==> src/rtl/button_event_scheduler_if.sv <==
// +----------------------------------------------------------------------------+
// | button_event_scheduler_if : button inputs and event handshake bundle        |
// | Revision: 1.0                                                               |
// +----------------------------------------------------------------------------+
`default_nettype none

interface button_event_scheduler_if #(
  parameter int SIGNAL_BIT_WIDTH = 8,
  parameter int INDEX_BIT_WIDTH  = 3
);
  logic [SIGNAL_BIT_WIDTH-1:0] signals_debounced_n;
  logic                        event_valid;
  logic [INDEX_BIT_WIDTH-1:0]  event_index;
  logic                        event_ready;
  logic [SIGNAL_BIT_WIDTH-1:0] pending;
  logic                        overflow;
  logic                        overflow_clear;

  modport master (
    output signals_debounced_n,
    output event_ready,
    output overflow_clear,
    input  event_valid,
    input  event_index,
    input  pending,
    input  overflow
  );

  modport slave (
    input  signals_debounced_n,
    input  event_ready,
    input  overflow_clear,
    output event_valid,
    output event_index,
    output pending,
    output overflow
  );
endinterface

`default_nettype wire

==> src/rtl/button_event_scheduler.sv <==
// +----------------------------------------------------------------------------+
// | button_event_scheduler : press edges -> pending -> round-robin -> FIFO      |
// | Optional auto-repeat enabled by macro BUTTON_EVENT_REPEAT_EN. Revision: 1.0 |
// +----------------------------------------------------------------------------+
`default_nettype none

module button_event_scheduler #(
  parameter int SIGNAL_BIT_WIDTH     = 8,
  parameter int INDEX_BIT_WIDTH      = 3,
  parameter int FIFO_DEPTH           = 4,
  parameter int FIFO_DEPTH_BIT_WIDTH = 2,
  parameter int REPEAT_DELAY         = 16,
  parameter int REPEAT_PERIOD        = 4,
  parameter int REPEAT_BIT_WIDTH     = 5
) (
  input  wire logic               clk,
  input  wire logic               reset_n,
  button_event_scheduler_if.slave bus
);

  localparam int c_cnt_w  = FIFO_DEPTH_BIT_WIDTH + 1;
  localparam int c_scan_w = INDEX_BIT_WIDTH + 1;
  localparam logic [c_cnt_w-1:0]         c_full = c_cnt_w'(FIFO_DEPTH);
  localparam logic [c_scan_w-1:0]        c_nsig = c_scan_w'(SIGNAL_BIT_WIDTH);
  localparam logic [INDEX_BIT_WIDTH-1:0] c_last = INDEX_BIT_WIDTH'(SIGNAL_BIT_WIDTH - 1);

  if ((SIGNAL_BIT_WIDTH > (1 << INDEX_BIT_WIDTH)) ||
      (FIFO_DEPTH != (1 << FIFO_DEPTH_BIT_WIDTH)) ||
      (REPEAT_DELAY < 1) || (REPEAT_PERIOD < 1) ||
      (REPEAT_DELAY >= (1 << REPEAT_BIT_WIDTH))) begin : g_bad_params
    $error("button_event_scheduler: inconsistent parameters");
  end

  logic [SIGNAL_BIT_WIDTH-1:0] r_prev_n;
  logic [SIGNAL_BIT_WIDTH-1:0] r_pending;
  logic                        r_overflow;
  logic [INDEX_BIT_WIDTH-1:0]  r_rr_ptr;
  logic [INDEX_BIT_WIDTH-1:0]  r_mem [FIFO_DEPTH];
  logic [FIFO_DEPTH_BIT_WIDTH-1:0] r_wr_ptr;
  logic [FIFO_DEPTH_BIT_WIDTH-1:0] r_rd_ptr;
  logic [c_cnt_w-1:0]          r_count;

  logic [SIGNAL_BIT_WIDTH-1:0] w_edge;
  logic [SIGNAL_BIT_WIDTH-1:0] w_grant_vec;
  logic [SIGNAL_BIT_WIDTH-1:0] w_repeat_vec;
  logic [SIGNAL_BIT_WIDTH-1:0] w_lost;
  logic [c_scan_w-1:0]         w_scan;
  logic [INDEX_BIT_WIDTH-1:0]  w_grant_idx;
  logic                        w_grant;
  logic                        w_pop;
  logic                        w_valid;

  assign w_edge  = r_prev_n & ~bus.signals_debounced_n;
  assign w_valid = (r_count != '0);
  assign w_pop   = w_valid & bus.event_ready;

  // Eligibility uses the pre-pop count, so a full FIFO never grants even while popping.
  always_comb begin
    w_grant     = 1'b0;
    w_grant_idx = '0;
    w_scan      = '0;
    for (int k = 0; k < SIGNAL_BIT_WIDTH; k++) begin
      w_scan = {1'b0, r_rr_ptr} + c_scan_w'(k);
      if (w_scan >= c_nsig) w_scan = w_scan - c_nsig;
      if (!w_grant && (r_count != c_full) && r_pending[w_scan[INDEX_BIT_WIDTH-1:0]]) begin
        w_grant     = 1'b1;
        w_grant_idx = w_scan[INDEX_BIT_WIDTH-1:0];
      end
    end
  end

  always_comb begin
    w_grant_vec = '0;
    if (w_grant) w_grant_vec[w_grant_idx] = 1'b1;
  end

  // A press on a bit being granted this cycle is a fresh request, not a loss.
  assign w_lost = w_edge & r_pending & ~w_grant_vec;

`ifdef BUTTON_EVENT_REPEAT_EN
  logic                        r_rep_active;
  logic [INDEX_BIT_WIDTH-1:0]  r_rep_target;
  logic [REPEAT_BIT_WIDTH-1:0] r_rep_cnt;
  logic [INDEX_BIT_WIDTH-1:0]  w_first_edge;
  logic                        w_rep_fire;

  always_comb begin
    w_first_edge = '0;
    for (int i = SIGNAL_BIT_WIDTH - 1; i >= 0; i--)
      if (w_edge[i]) w_first_edge = INDEX_BIT_WIDTH'(i);
  end

  assign w_rep_fire = r_rep_active && !bus.signals_debounced_n[r_rep_target] &&
                      (r_rep_cnt == '0);

  always_comb begin
    w_repeat_vec = '0;
    if (w_rep_fire) w_repeat_vec[r_rep_target] = 1'b1;
  end

  always_ff @(posedge clk or negedge reset_n) begin
    if (!reset_n) begin
      r_rep_active <= 1'b0;
      r_rep_target <= '0;
      r_rep_cnt    <= '0;
    end else if (|w_edge) begin
      r_rep_active <= 1'b1;
      r_rep_target <= w_first_edge;
      r_rep_cnt    <= REPEAT_BIT_WIDTH'(REPEAT_DELAY - 1);
    end else if (r_rep_active) begin
      if (bus.signals_debounced_n[r_rep_target]) r_rep_active <= 1'b0;
      else if (r_rep_cnt == '0) r_rep_cnt <= REPEAT_BIT_WIDTH'(REPEAT_PERIOD - 1);
      else r_rep_cnt <= r_rep_cnt - 1'b1;
    end
  end
`else
  assign w_repeat_vec = '0;
`endif

  always_ff @(posedge clk or negedge reset_n) begin
    if (!reset_n) begin
      r_prev_n   <= '1;
      r_pending  <= '0;
      r_overflow <= 1'b0;
      r_rr_ptr   <= '0;
    end else begin
      r_prev_n  <= bus.signals_debounced_n;
      r_pending <= (r_pending & ~w_grant_vec) | w_edge | w_repeat_vec;
      if (|w_lost) r_overflow <= 1'b1;
      else if (bus.overflow_clear) r_overflow <= 1'b0;
      if (w_grant) r_rr_ptr <= (w_grant_idx == c_last) ? '0 : w_grant_idx + 1'b1;
    end
  end

  always_ff @(posedge clk or negedge reset_n) begin
    if (!reset_n) begin
      for (int i = 0; i < FIFO_DEPTH; i++) r_mem[i] <= '0;
      r_wr_ptr <= '0;
      r_rd_ptr <= '0;
      r_count  <= '0;
    end else begin
      if (w_grant) begin
        r_mem[r_wr_ptr] <= w_grant_idx;
        r_wr_ptr        <= r_wr_ptr + 1'b1;
      end
      if (w_pop) r_rd_ptr <= r_rd_ptr + 1'b1;
      case ({w_grant, w_pop})
        2'b10:   r_count <= r_count + 1'b1;
        2'b01:   r_count <= r_count - 1'b1;
        default: r_count <= r_count;
      endcase
    end
  end

  assign bus.event_valid = w_valid;
  assign bus.event_index = w_valid ? r_mem[r_rd_ptr] : '0;
  assign bus.pending     = r_pending;
  assign bus.overflow    = r_overflow;

endmodule

`default_nettype wire

==> src/flat_wrapper.sv <==
// flat-port wrapper written by rule: the top's interface ports become plain ports
module button_event_scheduler_flat 
#(
  parameter int SIGNAL_BIT_WIDTH     = 8,
  parameter int INDEX_BIT_WIDTH      = 3,
  parameter int FIFO_DEPTH           = 4,
  parameter int FIFO_DEPTH_BIT_WIDTH = 2,
  parameter int REPEAT_DELAY         = 16,
  parameter int REPEAT_PERIOD        = 4,
  parameter int REPEAT_BIT_WIDTH     = 5
)
  (clk, reset_n, bus_signals_debounced_n, bus_event_ready, bus_overflow_clear, bus_event_valid, bus_event_index, bus_pending, bus_overflow);
  button_event_scheduler_if #(.SIGNAL_BIT_WIDTH(SIGNAL_BIT_WIDTH), .INDEX_BIT_WIDTH(INDEX_BIT_WIDTH)) bus_i ();
  input  wire logic clk;
  input  wire logic reset_n;
  input wire logic [$bits(bus_i.signals_debounced_n)-1:0] bus_signals_debounced_n;
  input wire logic [$bits(bus_i.event_ready)-1:0] bus_event_ready;
  input wire logic [$bits(bus_i.overflow_clear)-1:0] bus_overflow_clear;
  output wire logic [$bits(bus_i.event_valid)-1:0] bus_event_valid;
  output wire logic [$bits(bus_i.event_index)-1:0] bus_event_index;
  output wire logic [$bits(bus_i.pending)-1:0] bus_pending;
  output wire logic [$bits(bus_i.overflow)-1:0] bus_overflow;
  assign bus_i.signals_debounced_n = bus_signals_debounced_n;
  assign bus_i.event_ready = bus_event_ready;
  assign bus_i.overflow_clear = bus_overflow_clear;
  assign bus_event_valid = bus_i.event_valid;
  assign bus_event_index = bus_i.event_index;
  assign bus_pending = bus_i.pending;
  assign bus_overflow = bus_i.overflow;
  button_event_scheduler #(.SIGNAL_BIT_WIDTH(SIGNAL_BIT_WIDTH), .INDEX_BIT_WIDTH(INDEX_BIT_WIDTH), .FIFO_DEPTH(FIFO_DEPTH), .FIFO_DEPTH_BIT_WIDTH(FIFO_DEPTH_BIT_WIDTH), .REPEAT_DELAY(REPEAT_DELAY), .REPEAT_PERIOD(REPEAT_PERIOD), .REPEAT_BIT_WIDTH(REPEAT_BIT_WIDTH)) u_core (.clk(clk), .reset_n(reset_n), .bus(bus_i));
endmodule
==> config.mk <==
export PLATFORM = sky130hd
export DESIGN_NAME = button_event_scheduler_flat
export DESIGN_NICKNAME = d
export VERILOG_FILES = /design/src/rtl/button_event_scheduler_if.sv /design/src/rtl/button_event_scheduler.sv /design/src/flat_wrapper.sv
export SDC_FILE = /design/constraint.sdc
export NUM_CORES = 1
export LEC_CHECK = 0
export BUFFER_PORTS_ARGS = -buffer_cell sky130_fd_sc_hd__buf_4
export CORE_MARGIN = 2
export CORE_UTILIZATION = 40
export DETAILED_ROUTE_END_ITERATION = 6
export PLACE_DENSITY = 0.69
export SLEW_MARGIN = 40
export SYNTH_ARGS = -nofsm -noshare
export SYNTH_HDL_FRONTEND = slang
export SYNTH_SLANG_ARGS = --single-unit
==> constraint.sdc <==
create_clock -name clk -period 5.8 [get_ports clk]
set_clock_uncertainty 0.2 [all_clocks]
set_input_delay 0.87 -clock clk [delete_from_list [all_inputs] [get_ports clk]]
set_output_delay 0.87 -clock clk [all_outputs]
set_load 0.05 [all_outputs]
==> Word level (Yosys, flattened, before mapping) <==
Cells that the tools add are included.
{ "word_totals": {"out_inout_bits": 13, "wordCells": 148, "register_bits": 39} }
{ "op_classes": {"n_mux": 54, "n_eq_ne": 4, "n_reduce_logical": 28, "n_lt_le_gt_ge": 21, "bitwise_logic": 10, "add_sub_neg": 20} }
{ "op_table": {"columns": ["operator", "n"], "rows": [
  ["3-bit two-way mux", 21],
  ["3-bit by 4-bit less-than comparator with 1-bit output (second input constant)", 9],
  ["8-bit AND", 4],
  ["4-bit greater-or-equal comparator (second input constant)", 7],
  ["3-bit by 1-bit subtractor with 3-bit output (second input constant)", 9],
  ["1-bit binary-select mux with 3-bit select", 8],
  ["1-bit two-way mux", 19],
  ["1-bit logical AND", 17],
  ["3-bit by 3-bit adder with 4-bit output (second input constant)", 4],
  ["8-bit NOT", 2],
  ["12-bit bitwise mux", 1],
  ["3-bit by 2-bit adder with 4-bit output (second input constant)", 2],
  ["8-bit two-way mux", 1],
  ["8-bit OR", 1],
  ["8-bit OR reduction", 1],
  ["1-bit zero test", 7],
  ["3-bit by 1-bit adder with 3-bit output (second input constant)", 2],
  ["3-bit binary-select mux with 2-bit select", 1],
  ["3-bit demux with 2-bit select", 1],
  ["3-bit greater-or-equal comparator (second input constant)", 2],
  ["2-bit NOT with 3-bit output", 2],
  ["3-bit one-hot mux with 2 select lines", 1],
  ["2-bit by 1-bit adder with 2-bit output (second input constant)", 2],
  ["3-bit by 1-bit adder with 4-bit output (second input constant)", 1],
  ["other kinds (11)", 12]
]} }

==> Logic depth before layout (Yosys ltp) <==
{ "logic_depth": {"depth_word": 43, "depth_mapped": 17} }

==> Worst setup path before layout <==
Ideal clock, no wire load.
{ "synth_timing": {"kind": "flip-flop to flip-flop", "start": "reg u_core.r_rr_ptr[1]", "end": "reg u_core.r_count[2]", "t_arrival_ns": 3.949, "path_slack_ns": 1.572, "required_time_ns": 5.521, "setup_ns": 0.079, "path_buffers": 3, "stages_incl_launch_ff": 18, "cell_sequence": "dfrtp_1 > buf_2 > buf_2 > inv_1 > ha_1 > buf_4 > mux4_2 > o31ai_1 > a21o_2 > nand2_1 > or4b_1 > inv_2 > ha_1 > inv_1 > fa_1 > xor2_1 > nor2_1 > xor2_1"} }
{ "synth_between": {"elab_chain_cells": 36, "word_cells_on_any_way": 81} }
{ "synth_rtl": {"columns": ["element", "line", "rtl"], "rows": [
  ["start, declared", "button_event_scheduler.sv:37", "logic [INDEX_BIT_WIDTH-1:0] r_rr_ptr;"],
  ["start signal, assigned", "button_event_scheduler.sv:131", "if (w_grant) r_rr_ptr <= (w_grant_idx == c_last) ? '0 : w_grant_idx + 1'b1;"],
  ["branches (longest 33 deep; another with 3-bit by 1-bit adder with 4-bit output)", null, null],
  ["1-bit two-way mux (*)", "button_event_scheduler.sv:65", "if (!w_grant && (r_count != c_full) && r_pending[w_scan[INDEX_BIT_WIDTH-1:0]]) begin"],
  ["2-bit by 1-bit equality test with 1-bit output or 2-bit equality test (tied branches)", "button_event_scheduler.sv:147", "case ({w_grant, w_pop})"],
  ["3-bit one-hot mux with 2 select lines or 2-bit nonzero test (tied branches)", null, null],
  ["end signal, assigned", "button_event_scheduler.sv:148", "2'b10: r_count <= r_count + 1'b1;"],
  ["end signal, assigned", "button_event_scheduler.sv:149", "2'b01: r_count <= r_count - 1'b1;"],
  ["end signal, assigned", "button_event_scheduler.sv:150", "default: r_count <= r_count;"],
  ["end, declared", "button_event_scheduler.sv:41", "logic [c_cnt_w-1:0] r_count;"]
]} }
Mark *: on every way between the ends. The select of a mux whose other input is x is not followed.
A chain may end at the register's enable or synchronous reset.

==> Worst setup path after layout <==
Ends and elaborated chain as after synthesis.

==> results.yml <==
timing:
  hold_viol: 0
  fin_crit_sh: 0.893
  fmax_mhz: 193
  rsz0062_at_grt: "false"
  setup_viol: 0
  setup_tns_ps: 0
  period_minus_slack_ps: 5180
  tightest_slew_ps: 817
  relSlewSlack: 0.456
  slew_violations: 0
min_path:
  hold_path_class: "reg2reg"
cells_and_area:
  diodes: 0
  nets: 305
  area_growth_pct: 11.9
  stdcell_count: 381
  drive_gt1_frac: 0.309
clocking:
  clk-insertion-delay-late_ps: 280
  path_clk_slew_ps: 70
  cts_resized: 0
  postCtsHoldBufs: 0
  cts_sinks: 39
  cts_buffer_depth: 2
  cts_buffers: 5
  root_buffer: "clkbuf_8"
  post-cts-setup-buffer-count: 0
  cts_max_level: 2
  cts_tree: "built"
worst_setup_path:
  cp-startpoint: "u_core.r_rr_ptr[1]$_DFFE_PN0P_"
  cp_max_fo: 17
  crit_type: "reg2reg"
  ff2ff_path_depth: 15
  cp_data_arrival_time_ps: 5190
  rrSetupSlack_ps: 620
  r2r_end: "u_core.r_count[2]$_DFFE_PN0P_"
  cp-endpoint: "u_core.r_count[2]$_DFFE_PN0P_"
  endpoint_kind: "register"
  crit_required_ps: 5810
  startpoint_type: "register"
  r2r-start: "u_core.r_rr_ptr[1]$_DFFE_PN0P_"
global_route:
  grt_first_pass_wirelength_um: 10300
  grt_pass1_vias: 2124
  antenna_found_initial: 0
  gr-total-overflow: 0
  grt_max_degree: 40
  track_usage: 0.173
route:
  vias: 2136
  wl_per_cell_um: 15.9
  totalWireLength_um: 6070
  drtPass1Iterations: 4
  drc_errors: 0
  postRouteAntennaNets: 0
  drt-vias-per-instance: 5.61
  drtIter0Drc: 158
die:
  num_io_pins: 25
  die_y_um: 87.9
  die_x_um: 87.9
  dieArea_um2: 7730
  start_util: 0.415
  rows: 30
  core_um2: 6790
flow_run:
  cap_violations: 0
synth:
  synth.area.top_cells: "dfrtp_1 (28%), mux4_2 (9.6%), dfstp_2 (7.5%), mux2_2 (4.8%), ha_1 (3.6%)"
  yosysTopAreaCellShare: 0.275
  netlist_instances: 261
  synth-async-reset-ratio: 1.00
  yosysMostFrequentCell: "dfrtp_1"
  syn-num-nets: 282
  yosysWarningCount: 0
  syn_area_um2: 2820
  synth_seq_cells: 39
  synthDistinctLibCells: 70
  syn_area_per_cell_um2: 10.8
  synth_top_area_cell: "dfrtp_1"
  synth_commonest_cells: "dfrtp_1 (31), nand2_1 (21), inv_1 (15)"
  yosysSeqAreaShare: 0.350
  synth_enable_flop_cells: 0
  ys.flop_type: "dfrtp_1"
placed_design:
  port_buffers: 24
  place_inst: 373
  hpwl_um: 4520
  place_congestion: 0.969
run_status:
  outcome: "finished, final reports clean"
[worst max-delay path, stage by stage, from the launching register on]
cell	delay, ps
dfrtp_1	740
inv_1	270
ha_1	730
mux4_2	420
mux2_2	290
and2_1	190
nor2_1	260
nand2_1	80
or4b_1	700
inv_2	190
ha_1	200
inv_1	60
fa_1	370
xor2_1	150
nor2_1	110
xor2_1	150
[kinds of logic (layout without fill, tap and decap cells)]
group / after synthesis / in the layout / synth area share
adder cells (fa/ha/maj): 9 / 9 / 0.0426
XOR/XNOR: 10 / 10 / 0.0311
AND/OR/NAND/NOR: 81 / 81 / 0.163
flip-flops: 39 / 39 / 0.350
AO/OA/AOI/OAI: 55 / 55 / 0.161
multiplexers: 37 / 37 / 0.202
buffers and inverters: 30 / 54 / 0.0511
[how the worst min path moves through the flow]
| stage | startpoint | to | depth (start not counted) |
|---|---|---|---|
| detailed placement | u_core.r_mem[1]$_DFFE_PN0P_ | u_core.r_mem[1]$_DFFE_PN0P_ | 2 |
| global placement | u_core.r_mem[7]$_DFFE_PN0P_ | u_core.r_mem[7]$_DFFE_PN0P_ | 2 |
| finish | u_core.r_mem[1]$_DFFE_PN0P_ | u_core.r_mem[1]$_DFFE_PN0P_ | 2 |
| CTS | u_core.r_mem[1]$_DFFE_PN0P_ | u_core.r_mem[1]$_DFFE_PN0P_ | 2 |
| floorplan | u_core.r_mem[1]$_DFFE_PN0P_ | u_core.r_mem[1]$_DFFE_PN0P_ | 2 |
| global route | u_core.r_mem[1]$_DFFE_PN0P_ | u_core.r_mem[1]$_DFFE_PN0P_ | 2 |
[placed cells by master (no fill, tap or decap), types with 2 or more instances in the layout]
| cell | count |
|---|---|
| or2_1 | 2 |
| o211ai_1 | 3 |
| a22o_1 | 4 |
| mux2i_1 | 10 |
| a211oi_1 | 2 |
| a31oi_1 | 3 |
| clkbuf_8 | 5 |
| xnor2_1 | 5 |
| and3_1 | 4 |
| inv_1 | 15 |
| mux4_2 | 12 |
| ha_1 | 8 |
| nand2b_1 | 6 |
| o21ai_1 | 3 |
| buf_4 | 28 |
| or3_1 | 2 |
| nand3_1 | 4 |
| clkbuf_1 | 3 |
| nor2_1 | 8 |
| nor3_1 | 3 |
| nor2b_1 | 5 |
| xor2_1 | 5 |
| o22ai_1 | 2 |
| mux2_2 | 12 |
| nand2_2 | 5 |
| nand2_1 | 21 |
| o21ai_0 | 10 |
| nand3b_1 | 3 |
| dfrtp_1 | 31 |
| and2_1 | 6 |
| nor3b_1 | 3 |
| inv_2 | 2 |
| a21o_1 | 4 |
| dfstp_2 | 8 |
| a21oi_1 | 4 |
[flip-flops by register name, summed over array words and instances (netlist names)]
register	flops
u_core.r_mem	12
u_core.bus.pending	8
u_core.r_prev_n	8
u_core.r_count	3
u_core.r_rr_ptr	3
u_core.r_rd_ptr	2
u_core.r_wr_ptr	2
u_core.bus.overflow	1
[final cells by class]
cell class,instances,area [µm²]
fillers,652,3640
clock buffers,8,80.1
inverters,18,70.1
multi-input cells,192,1690
repair buffers,28,210
flip-flops and latches,39,986
well taps,96,120
[through the flow]
| step | setup WS [ps] | hold slack [ps] | util | cell area (µm²) |
|---|---|---|---|---|
| after global routing | 303 | 316 | 0.464 | 3150 |
| after floorplan | 1570 | 244 | - | 2820 |
| final | 618 | 287 | 0.464 | 3150 |
| after detailed placement | 675 | 277 | 0.452 | 3070 |
| after CTS | 654 | 294 | 0.464 | 3150 |
| after global placement | 826 | 257 | 0.452 | 3070 |
[layer usage]
layer	track usage	share of wire	vias up
li1	-	-	1006
met1	0.232	0.43	1036
met2	0.280	0.49	84
met3	0.0264	0.061	10
met4	0.0741	0.022	0
met5	0	0	-
Power is left out: the tool's default activity adds up to more than one toggle a clock period on the data nets, which glitch-free logic cannot reach.
